**config.mk**
```make
export PLATFORM = sky130hd
export DESIGN_NAME = parking_gate_sensor_decoder
export DESIGN_NICKNAME = d
export VERILOG_FILES = /design/src/rtl/parking_pkg.sv /design/src/rtl/sensor_debounce.sv /design/src/rtl/parking_gate_sensor_decoder.sv
export SDC_FILE = /design/constraint.sdc
export NUM_CORES = 1
export LEC_CHECK = 0
export CORE_MARGIN = 3
export CORE_UTILIZATION = 55
export CTS_BUF_LIST = sky130_fd_sc_hd__clkbuf_8
export CTS_CLUSTER_DIAMETER = 50
export DETAILED_ROUTE_END_ITERATION = 8
export PLACE_DENSITY = 0.73
export SLEW_MARGIN = 10
export SYNTH_ARGS = -nofsm -noshare
export SYNTH_HDL_FRONTEND = slang
export SYNTH_HIERARCHICAL = 1
export SYNTH_SLANG_ARGS = --single-unit
```
**constraint.sdc**
```tcl
create_clock -name clk -period 3.45 [get_ports clk]
set_input_delay 0.5175 -clock clk [delete_from_list [all_inputs] [get_ports clk]]
set_output_delay 0.5175 -clock clk [all_outputs]
set_load 0.05 [all_outputs]
```
**src/rtl/parking_pkg.sv**
```systemverilog
// ============================================================================
// Module  : parking_pkg
// Brief   : State encoding, default timing and width helper for the gate
//           lane sensor decoder.
// Revision: 1.0 - initial release
// ============================================================================
`default_nettype none

package parking_pkg;

    localparam int c_debounce_cycles_def = 4;
    localparam int c_timeout_cycles_def  = 4096;

    localparam logic [2:0] c_st_idle       = 3'd0;
    localparam logic [2:0] c_st_in_a       = 3'd1;
    localparam logic [2:0] c_st_in_ab      = 3'd2;
    localparam logic [2:0] c_st_in_b       = 3'd3;
    localparam logic [2:0] c_st_out_b      = 3'd4;
    localparam logic [2:0] c_st_out_ba     = 3'd5;
    localparam logic [2:0] c_st_out_a      = 3'd6;
    localparam logic [2:0] c_st_wait_clear = 3'd7;

    typedef enum logic [2:0] {
        ST_IDLE       = c_st_idle,
        ST_IN_A       = c_st_in_a,
        ST_IN_AB      = c_st_in_ab,
        ST_IN_B       = c_st_in_b,
        ST_OUT_B      = c_st_out_b,
        ST_OUT_BA     = c_st_out_ba,
        ST_OUT_A      = c_st_out_a,
        ST_WAIT_CLEAR = c_st_wait_clear
    } state_t;

    // Width of a counter that must hold values 0..n-1 (never narrower than 1).
    function automatic int cnt_width(input int n);
        return (n < 2) ? 1 : $clog2(n);
    endfunction

endpackage

`default_nettype wire

```
**src/rtl/sensor_debounce.sv**
```systemverilog
// ============================================================================
// Module  : sensor_debounce
// Brief   : Two-flop synchronizer followed by a consecutive-cycle debouncer.
// Revision: 1.0 - initial release
// ============================================================================
`default_nettype none

module sensor_debounce
    import parking_pkg::*;
#(
    parameter int DEBOUNCE_CYCLES = c_debounce_cycles_def
) (
    input  logic clk,
    input  logic rst_n,
    input  logic raw,
    output logic stable
);

    localparam int             c_cw       = cnt_width(DEBOUNCE_CYCLES);
    localparam logic [c_cw-1:0] c_cnt_last = c_cw'(DEBOUNCE_CYCLES - 1);

    logic            r_sync1;
    logic            r_sync2;
    logic            r_stable;
    logic [c_cw-1:0] r_cnt;

    always_ff @(posedge clk or negedge rst_n) begin
        if (!rst_n) begin
            r_sync1  <= 1'b0;
            r_sync2  <= 1'b0;
            r_stable <= 1'b0;
            r_cnt    <= '0;
        end else begin
            r_sync1 <= raw;
            r_sync2 <= r_sync1;
            // Any cycle of agreement restarts the qualification window.
            if (r_sync2 != r_stable) begin
                if (r_cnt == c_cnt_last) begin
                    r_stable <= r_sync2;
                    r_cnt    <= '0;
                end else begin
                    r_cnt <= r_cnt + c_cw'(1);
                end
            end else begin
                r_cnt <= '0;
            end
        end
    end

    assign stable = r_stable;

endmodule

`default_nettype wire

```
**src/rtl/parking_gate_sensor_decoder.sv**
```systemverilog
// ============================================================================
// Module  : parking_gate_sensor_decoder
// Brief   : Decodes beam-break order in a gate lane into entry/exit strobes,
//           flagging illegal or stalled sequences.
// Revision: 1.0 - initial release
// ============================================================================
`default_nettype none

module parking_gate_sensor_decoder
    import parking_pkg::*;
#(
    parameter int DEBOUNCE_CYCLES = c_debounce_cycles_def,
    parameter int TIMEOUT_CYCLES  = c_timeout_cycles_def
) (
    input  logic clk,
    input  logic rst_n,
    input  logic sensor_a_raw,
    input  logic sensor_b_raw,
    output logic entry_pulse,
    output logic exit_pulse,
    output logic seq_fault,
    output logic busy
);

    localparam int              c_tw       = cnt_width(TIMEOUT_CYCLES);
    localparam logic [c_tw-1:0] c_tmr_last = c_tw'(TIMEOUT_CYCLES - 1);

    logic            w_a;
    logic            w_b;
    state_t          r_state;
    state_t          w_next;
    logic [c_tw-1:0] r_timer;
    logic            w_entry;
    logic            w_exit;
    logic            w_fault;
    logic            w_timed;
    logic            r_entry;
    logic            r_exit;
    logic            r_fault;
    logic            r_busy;

    sensor_debounce #(.DEBOUNCE_CYCLES(DEBOUNCE_CYCLES)) u_deb_a (
        .clk    (clk),
        .rst_n  (rst_n),
        .raw    (sensor_a_raw),
        .stable (w_a)
    );

    sensor_debounce #(.DEBOUNCE_CYCLES(DEBOUNCE_CYCLES)) u_deb_b (
        .clk    (clk),
        .rst_n  (rst_n),
        .raw    (sensor_b_raw),
        .stable (w_b)
    );

    assign w_timed = (r_state != ST_IDLE) && (r_state != ST_WAIT_CLEAR);

    always_comb begin
        w_next  = r_state;
        w_entry = 1'b0;
        w_exit  = 1'b0;
        w_fault = 1'b0;
        case (r_state)
            ST_IDLE: begin
                case ({w_a, w_b})
                    2'b10:   w_next = ST_IN_A;
                    2'b01:   w_next = ST_OUT_B;
                    2'b11:   begin w_next = ST_WAIT_CLEAR; w_fault = 1'b1; end
                    default: ;
                endcase
            end
            ST_IN_A: begin
                case ({w_a, w_b})
                    2'b11:   w_next = ST_IN_AB;
                    2'b01:   w_next = ST_IN_B;
                    2'b00:   w_next = ST_IDLE;
                    default: ;
                endcase
            end
            ST_IN_AB: begin
                case ({w_a, w_b})
                    2'b01:   w_next = ST_IN_B;
                    2'b10:   w_next = ST_IN_A;
                    2'b00:   begin w_next = ST_WAIT_CLEAR; w_fault = 1'b1; end
                    default: ;
                endcase
            end
            ST_IN_B: begin
                case ({w_a, w_b})
                    2'b00:   begin w_next = ST_IDLE; w_entry = 1'b1; end
                    2'b11:   w_next = ST_IN_AB;
                    2'b10:   begin w_next = ST_WAIT_CLEAR; w_fault = 1'b1; end
                    default: ;
                endcase
            end
            ST_OUT_B: begin
                case ({w_a, w_b})
                    2'b11:   w_next = ST_OUT_BA;
                    2'b10:   w_next = ST_OUT_A;
                    2'b00:   w_next = ST_IDLE;
                    default: ;
                endcase
            end
            ST_OUT_BA: begin
                case ({w_a, w_b})
                    2'b10:   w_next = ST_OUT_A;
                    2'b01:   w_next = ST_OUT_B;
                    2'b00:   begin w_next = ST_WAIT_CLEAR; w_fault = 1'b1; end
                    default: ;
                endcase
            end
            ST_OUT_A: begin
                case ({w_a, w_b})
                    2'b00:   begin w_next = ST_IDLE; w_exit = 1'b1; end
                    2'b11:   w_next = ST_OUT_BA;
                    2'b01:   begin w_next = ST_WAIT_CLEAR; w_fault = 1'b1; end
                    default: ;
                endcase
            end
            ST_WAIT_CLEAR: begin
                if ({w_a, w_b} == 2'b00) w_next = ST_IDLE;
            end
            default: w_next = ST_IDLE;
        endcase
        // A stall only counts when the beams have not moved the FSM this cycle.
        if (w_timed && (w_next == r_state) && (r_timer == c_tmr_last)) begin
            w_next  = ST_WAIT_CLEAR;
            w_fault = 1'b1;
        end
    end

    always_ff @(posedge clk or negedge rst_n) begin
        if (!rst_n) begin
            r_state <= ST_IDLE;
            r_timer <= '0;
            r_entry <= 1'b0;
            r_exit  <= 1'b0;
            r_fault <= 1'b0;
            r_busy  <= 1'b0;
        end else begin
            r_state <= w_next;
            r_entry <= w_entry;
            r_exit  <= w_exit;
            r_fault <= w_fault;
            r_busy  <= (w_next != ST_IDLE);
            if (!w_timed || (w_next != r_state)) begin
                r_timer <= '0;
            end else begin
                r_timer <= r_timer + c_tw'(1);
            end
        end
    end

    assign entry_pulse = r_entry;
    assign exit_pulse  = r_exit;
    assign seq_fault   = r_fault;
    assign busy        = r_busy;

endmodule

`default_nettype wire

```
==> out/qor.txt, run 1 <==
================================================================================
Run status                                                          finished clean
Critical Path Start                                                   r_state[0]
Transition time of the tightest slew-check pin                          0.656 ns
Crit path required time                                                  3.63 ns
Shortest clock period the worst path allows after layout                 2.17 ns
Routed Wire Length                                                       3200 um
Final cell count without fillers                                             204
Final RePlAce weighted congestion                                          0.901
Total gr overflow                                                              0
Clock-pin slew on the worst setup and hold paths                         0.06 ns
Clk root buf                                                        sky130_fd_sc_hd__clkbuf_8
Category of the critical setup timing path                          register to register
DRT antenna net count                                                          0
DP Cell Count                                                                196
Worst hold path class                                               register to register
Largest net degree at the start of global routing                             29
Buffer count from post-CTS setup fixing                                        0
Port bufs                                                                      7
Startpoint Class                                                        register
Die Span X                                                               60.0 um
Portion of netlist area occupied by mux cells                              1.40%
Final slew viol count                                                          0
Share of synthesized flip-flops with an asynchronous set or reset           100%
P&R area growth vs syn                                                     12.1%
Total number of clock tree sinks                                              29
Synthesized area per cell                                              9.62 um^2
Adder-cell area share of the yosys netlist                                 2.34%
Leading cell types in the layout, fill and taps excluded            29 x sky130_fd_sc_hd__dfrtp_1, 17 x sky130_fd_sc_hd__nor2_1, 11 x sky130_fd_sc_hd__o21ai_0
Detailed-route via count                                                   1,239
Power density relative to cell area                                  862 nW/um^2
Number of gates given a new drive strength after cts                           0
Vias in the first global route                                             1,194
Setup slack of the most critical reg-to-reg path                         1.28 ns
IR drop worst, VDD                                                        829 uV
Simple-gate portion of the synthesized area                                22.4%
N_diodes                                                                       0
TritonCTS clock tree                                                         yes
Number of distinct library cells after synthesis                              46
Number of flip-flops and latches in the synthesized netlist                   29
Multi-input gate area in the final layout                               817 um^2
DPL Wire Length                                                          2120 um
Starting Density                                                           61.0%
Worst setup EP type                                                     register
Post-Route Skew                                                       0.00361 ns
Total negative slack                                                        0 ns
Overall die area                                                       3610 um^2
Most common cell after layout, fill and taps aside                  sky130_fd_sc_hd__dfrtp_1
Maximum root-to-sink buffer count                                              2
Number of top-level design ports                                               8
Peak fanout along the critical path                                           25
Final-stage net count                                                        180
Sequence of cells on the critical path                              nor2b_1 > a21oi_1 > o311ai_1 > o221ai_2 > nor3_1
Die outline height                                                       60.0 um
Synth Warn #                                                                   6
Site Rows                                                                     18
First-pass GRT wire length                                               5650 um
Slew HR                                                                    56.3%
Largest family of logic cells by synthesized area                   simple AND/OR/NAND/NOR gates
Maximum clock frequency                                                  461 MHz
Endpoint of the worst setup timing path                               r_timer[3]
Delay of the slowest critical-path stage                                 0.76 ns
Clock insertion delay at the later pin of the skew report                0.28 ns
Leakage Power                                                           0.723 nW
Post-synthesis cell type with the largest combined area             sky130_fd_sc_hd__dfrtp_1
Count of final setup violators                                                 0
Drt initial violations                                                        63
RSZ-0062 raised after global routing                                       false
Share of synthesized area occupied by flip-flops and latches               45.2%
Number of design rule violations left after detail routing                     0
Depth of the worst register-to-register path                                   5
Flip-flop cell with the highest count after synthesis               sky130_fd_sc_hd__dfrtp_1
Average wire per cell in the routed design                               15.7 um
Highest-delay cell along the critical path                          sky130_fd_sc_hd__dfrtp_1
Share of post-route cells with drive strength above 1                      10.9%
Number of levels the H-tree was split into                                     2
Share of the synthesized area in the top cell type                         45.2%
Netlist Area Pre-Place                                                 1610 um^2
Fill cells                                                                   204
Post-Syn Nets                                                                174
Vias per cell                                                               6.07
Placeable core area                                                    2640 um^2
Gate Count Post-Synth                                                        167
Total global-route track usage                                             21.8%
Share of the synthesized area in compound gates (AO/OA/AOI/OAI)            18.1%
Hold_buf cts                                                                   0
Startpoint of the most critical register-to-register path             r_state[0]
Number of buffers created by CTS                                               5
Share of the clock period used by the worst path                           62.8%
Hold Violations, Final                                                         0
Sequential standard cell area                                           726 um^2
Largest cells by area after synthesis                               sky130_fd_sc_hd__dfrtp_1 45%, sky130_fd_sc_hd__nor2_1 4.0%, sky130_fd_sc_hd__o21ai_0 3.4%, sky130_fd_sc_hd__xnor2_1 3.3%, sky130_fd_sc_hd__xor2_1 3.3%
Crit path DAT                                                            2.35 ns
Number of flops mapped to enable cells by yosys                                0
Detailed-router iteration count before antenna repair                          4
Critical R2R Capture                                                  r_timer[3]
Max-Cap Viols                                                                  0
Total power                                                              1.55 mW
Xor/xnor share of the synthesized area                                     6.54%
Number of antenna violations at the first check in global routing              0
================================================================================
[cell families (layout without fill, tap and decap cells)]
logic type | after synthesis | count (layout)
XOR/XNOR | 12 | 12
adder cells (fa/ha/maj) | 3 | 3
flip-flops | 29 | 29
buffers and inverters | 15 | 22
AO/OA/AOI/OAI | 40 | 40
multiplexers | 2 | 2
AND/OR/NAND/NOR | 66 | 66
[cells in the mapped netlist (4+ instances only)]
cell type                  number
sky130_fd_sc_hd__clkbuf_1       5
sky130_fd_sc_hd__nor3_1         7
sky130_fd_sc_hd__nand3_1        4
sky130_fd_sc_hd__xnor2_1        6
sky130_fd_sc_hd__nor2_1        17
sky130_fd_sc_hd__xor2_1         6
sky130_fd_sc_hd__nand2_1       10
sky130_fd_sc_hd__o21ai_0       11
sky130_fd_sc_hd__inv_1          5
sky130_fd_sc_hd__dfrtp_1       29
sky130_fd_sc_hd__a21oi_1       10
sky130_fd_sc_hd__nor2b_1        8
[state kept, by name (all words and copies together) (netlist names)]
| signal | flops |
|---|---|
| u_deb_b/r_sync1 | 1 |
| u_deb_a/r_sync2 | 1 |
| exit_pulse | 1 |
| u_deb_a/r_cnt | 2 |
| u_deb_a/r_sync1 | 1 |
| entry_pulse | 1 |
| u_deb_b/r_cnt | 2 |
| u_deb_b/stable | 1 |
| r_timer | 12 |
| busy | 1 |
| seq_fault | 1 |
| u_deb_a/stable | 1 |
| u_deb_b/r_sync2 | 1 |
| r_state | 3 |
[worst max-delay path: cells and delay by family (launching register included)]
kind | cells | cell delay (ns)
AND/OR/NAND/NOR | 2 | 0.64
flip-flops | 1 | 0.76
AO/OA/AOI/OAI | 3 | 0.67
[worst min-delay path by stage]
stage                                from               to  slack (ns)  depth (start not counted)
after floorplan                     rst_n             busy        0.22                          0
after global placement    u_deb_a/r_sync1  u_deb_a/r_sync2        0.35                          0
after detailed placement  u_deb_b/r_sync1  u_deb_b/r_sync2        0.34                          0
after CTS                 u_deb_b/r_sync1  u_deb_b/r_sync2        0.36                          0
after global routing      u_deb_b/r_sync1  u_deb_b/r_sync2        0.37                          0
final                     u_deb_b/r_sync1  u_deb_b/r_sync2        0.36                          0
[metal layers]
| layer | part of all wire (%) | up-vias | global-route usage (%) |
|---|---|---|---|
| li1 | - | 611 | - |
| met1 | 45 | 591 | 28.1 |
| met2 | 48 | 33 | 32.7 |
| met3 | 5.4 | 4 | 5.18 |
| met4 | 1.4 | 0 | 13.3 |
| met5 | 0 | - | 0 |
[where the power goes]
part	total (mW)	internal [mW]	switching, mW
clock	0.358	0.232	0.126
combinational	0.602	0.252	0.349
sequential	0.592	0.416	0.176
total	1.55	0.901	0.651
[metrics by stage]
step           worst slack (ns)  instance area, um^2  utilization, %  hold slack, ns
5_1_grt                    1.13                 1800            68.3           0.373
4_1_cts                    1.29                 1800            68.3           0.362
6_report                   1.28                 1800            68.3           0.359
3_5_place_dp               1.32                 1680            63.9           0.338
3_3_place_gp               1.43                 1680            63.9           0.346
2_1_floorplan              1.62                 1610               -           0.222
[area by class of cell]
cell class                 instances  share of cell area, %
clock buffer                       6                   4.59
tap                               30                   2.08
multi-input combinational        123                   45.4
inverter                           5                   1.04
clock inverter                     2                   1.88
sequential                        29                   40.3
timing repair buffer               9                   4.73
Power figures use the tool's default switching activity.
==> run 2, diff against run 1 <==
- PLACE_DENSITY: 0.73 -> 0.76
- clock period: 3.45 -> 1.77 ns (I/O delays scaled with it)
==> run 2 against run 1 <==
  * The flow now finishes with violations (setup timing)
  * Largest power group unchanged
  * Routed wire length grew 32%
  * Utilization up 14 points
  * Clock skew grew 0.0016 ns
  * Total power grew 130%
  * Sequential share of layout area down 6.9 points
  * Worst hold slack worse by 0.0098 ns
  * Sequential power rose by 74%
  * Critical endpoint is now r_timer[9]
  * Setup slack lost 1.4 ns
  * Global-route usage up 3.9 points
==> out/qor.txt, run 2 (synthesis results as in run 1) <==
================================================================================
Clock-pin slew on the worst setup and hold paths                         0.06 ns
Category of the critical setup timing path                          register to register
Overall die area                                                       3610 um^2
Number of levels the H-tree was split into                                     2
Share of post-route cells with drive strength above 1                      34.0%
Detailed-route via count                                                   1,494
Vias per cell                                                               6.41
Clock insertion delay at the later pin of the skew report                0.29 ns
Number of antenna violations at the first check in global routing              0
Final slew viol count                                                          0
Placed cell area                                                       1880 um^2
Max-Cap Viols                                                                  0
Site Rows                                                                     18
DRT antenna net count                                                          0
N_diodes                                                                       0
Leakage Power                                                           0.908 nW
Count of final setup violators                                                13
Vias in the first global route                                             1,439
Drt initial violations                                                       101
Registers with the most flip-flops                                  r_timer: 12 flops, r_state: 3 flops
Share of the clock period used by the worst path                            107%
IR drop worst, VDD                                                       1550 uV
Run status                                                          complete, but fails checks
Setup slack of the most critical reg-to-reg path                        -0.12 ns
Worst setup EP type                                                     register
Fill cells                                                                   147
Sequential standard cell area                                           728 um^2
Power density relative to cell area                                 1670 nW/um^2
Total global-route track usage                                             25.7%
Final cell area excluding filler cells                                 2180 um^2
Setup slack of the critical path after layout                          -0.117 ns
Final-stage net count                                                        209
Failing checks                                                      setup timing
Number of buffers created by CTS                                               5
Number of top-level design ports                                               8
P&R area growth vs syn                                                     35.6%
Placeable core area                                                    2640 um^2
Post-Route Skew                                                       0.00525 ns
Crit path required time                                                  1.97 ns
Leading cell types in the layout, fill and taps excluded            27 x sky130_fd_sc_hd__dfrtp_1, 27 x sky130_fd_sc_hd__buf_4, 17 x sky130_fd_sc_hd__nor2_1
Critical R2R Capture                                                  r_timer[9]
DPL Wire Length                                                          2440 um
Number of design rule violations left after detail routing                     0
Average wire per cell in the routed design                               18.1 um
Hold_buf cts                                                                   0
Startpoint Class                                                        register
Shortest clock period the worst path allows after layout                 1.89 ns
Number of flip-flops in the largest register                                  12
Hold Violations, Final                                                         0
TritonCTS clock tree                                                         yes
Routed Wire Length                                                       4220 um
Port bufs                                                                      7
Die Span X                                                               60.0 um
Detailed-router iteration count before antenna repair                          5
Clk root buf                                                        sky130_fd_sc_hd__clkbuf_8
Crit path DAT                                                            2.09 ns
Transition time of the tightest slew-check pin                          0.547 ns
Total gr overflow                                                              0
Largest net degree at the start of global routing                             30
Peak fanout along the critical path                                            6
Worst hold path class                                               input pin to async pin
Min Hold Slack                                                          0.350 ns
Slew HR                                                                    63.1%
Maximum root-to-sink buffer count                                              2
Depth of the worst register-to-register path                                   7
Maximum clock frequency                                                  530 MHz
RSZ-0062 raised after global routing                                        true
Die outline height                                                       60.0 um
Starting Density                                                           61.0%
Final RePlAce weighted congestion                                          0.886
Top register by number of flip-flops                                     r_timer
Total number of clock tree sinks                                              29
First-pass GRT wire length                                               6660 um
Startpoint of the most critical register-to-register path             r_timer[0]
Multi-input gate area in the final layout                               986 um^2
================================================================================
==> run 2: cell types whose count changed in the layout (fill, tap and decap cells not counted), moves of 3 or more <==
cell and delta:
sky130_fd_sc_hd__nor3_2 +6, sky130_fd_sc_hd__buf_4 +25, sky130_fd_sc_hd__a21oi_1 -3, sky130_fd_sc_hd__a21oi_2 +3, sky130_fd_sc_hd__nor3_1 -7, sky130_fd_sc_hd__buf_6 +3
==> run 2: repair_timing <==
action / CTS / global route
resized for setup: 7 / 22
endpoints found under the hold margin: 0 / 0
buffers inserted: 3 / 2
cloned: 1 / 0
pin swaps: 3 / 7
setup endpoints to repair: 14 / 15
==> run 2: worst max-delay path by stage <==
stage               start          end
6_report       r_timer[0]   r_timer[9]
5_1_grt        r_timer[1]   r_timer[5]
4_1_cts        r_timer[1]   r_state[0]
3_5_place_dp   r_timer[1]  r_timer[11]
3_3_place_gp   r_state[0]   r_timer[5]
2_1_floorplan  r_timer[0]   r_state[0]
==> run 2: layout make-up <==
type	count	area share, %
clock buffers	7	4.42
clock inverters	1	0.230
inverters	5	0.862
flip-flops and latches	29	33.4
multi-input cells	124	45.3
repair buffers	37	14.1
well taps	30	1.72
==> run 2: through the flow <==
stage	std cells	setup slack, ns	TNS, ns	util [%]	power [mW]
2_1_floorplan	167	-0.00681	-0.00681	-	2.10
3_3_place_gp	219	-0.0766	-0.804	71.2	2.57
3_5_place_dp	219	-0.132	-1.44	71.2	2.61
4_1_cts	231	-0.0692	-0.639	78.2	3.45
5_1_grt	233	-0.177	-2.15	82.7	3.87
6_report	233	-0.117	-1.05	82.7	3.64
==> run 2: power breakdown <==
| group | internal [mW] | total (mW) | switching, mW |
|---|---|---|---|
| logic | 0.843 | 2.01 | 1.17 |
| registers | 0.820 | 1.03 | 0.207 |
| clock network | 0.350 | 0.603 | 0.253 |
==> run 2: worst max-delay path, cell delays in order, from the launching register on <==
cell and delay (ns):
sky130_fd_sc_hd__dfrtp_1 0.42, sky130_fd_sc_hd__ha_4 0.18, sky130_fd_sc_hd__nand3_4 0.10, sky130_fd_sc_hd__nor4_4 0.05
sky130_fd_sc_hd__buf_4 0.16, sky130_fd_sc_hd__o311ai_4 0.35, sky130_fd_sc_hd__o221ai_4 0.27, sky130_fd_sc_hd__nor3_2 0.26
==> run 2: layer usage <==
metal / global-route usage (%) / vias up / share of wire (%)
li1: - / 679 / -
met5: 0 / - / 0
met2: 41.7 / 66 / 52
met3: 7.78 / 13 / 6.8
met1: 31.3 / 736 / 40
met4: 11.4 / 0 / 2.1
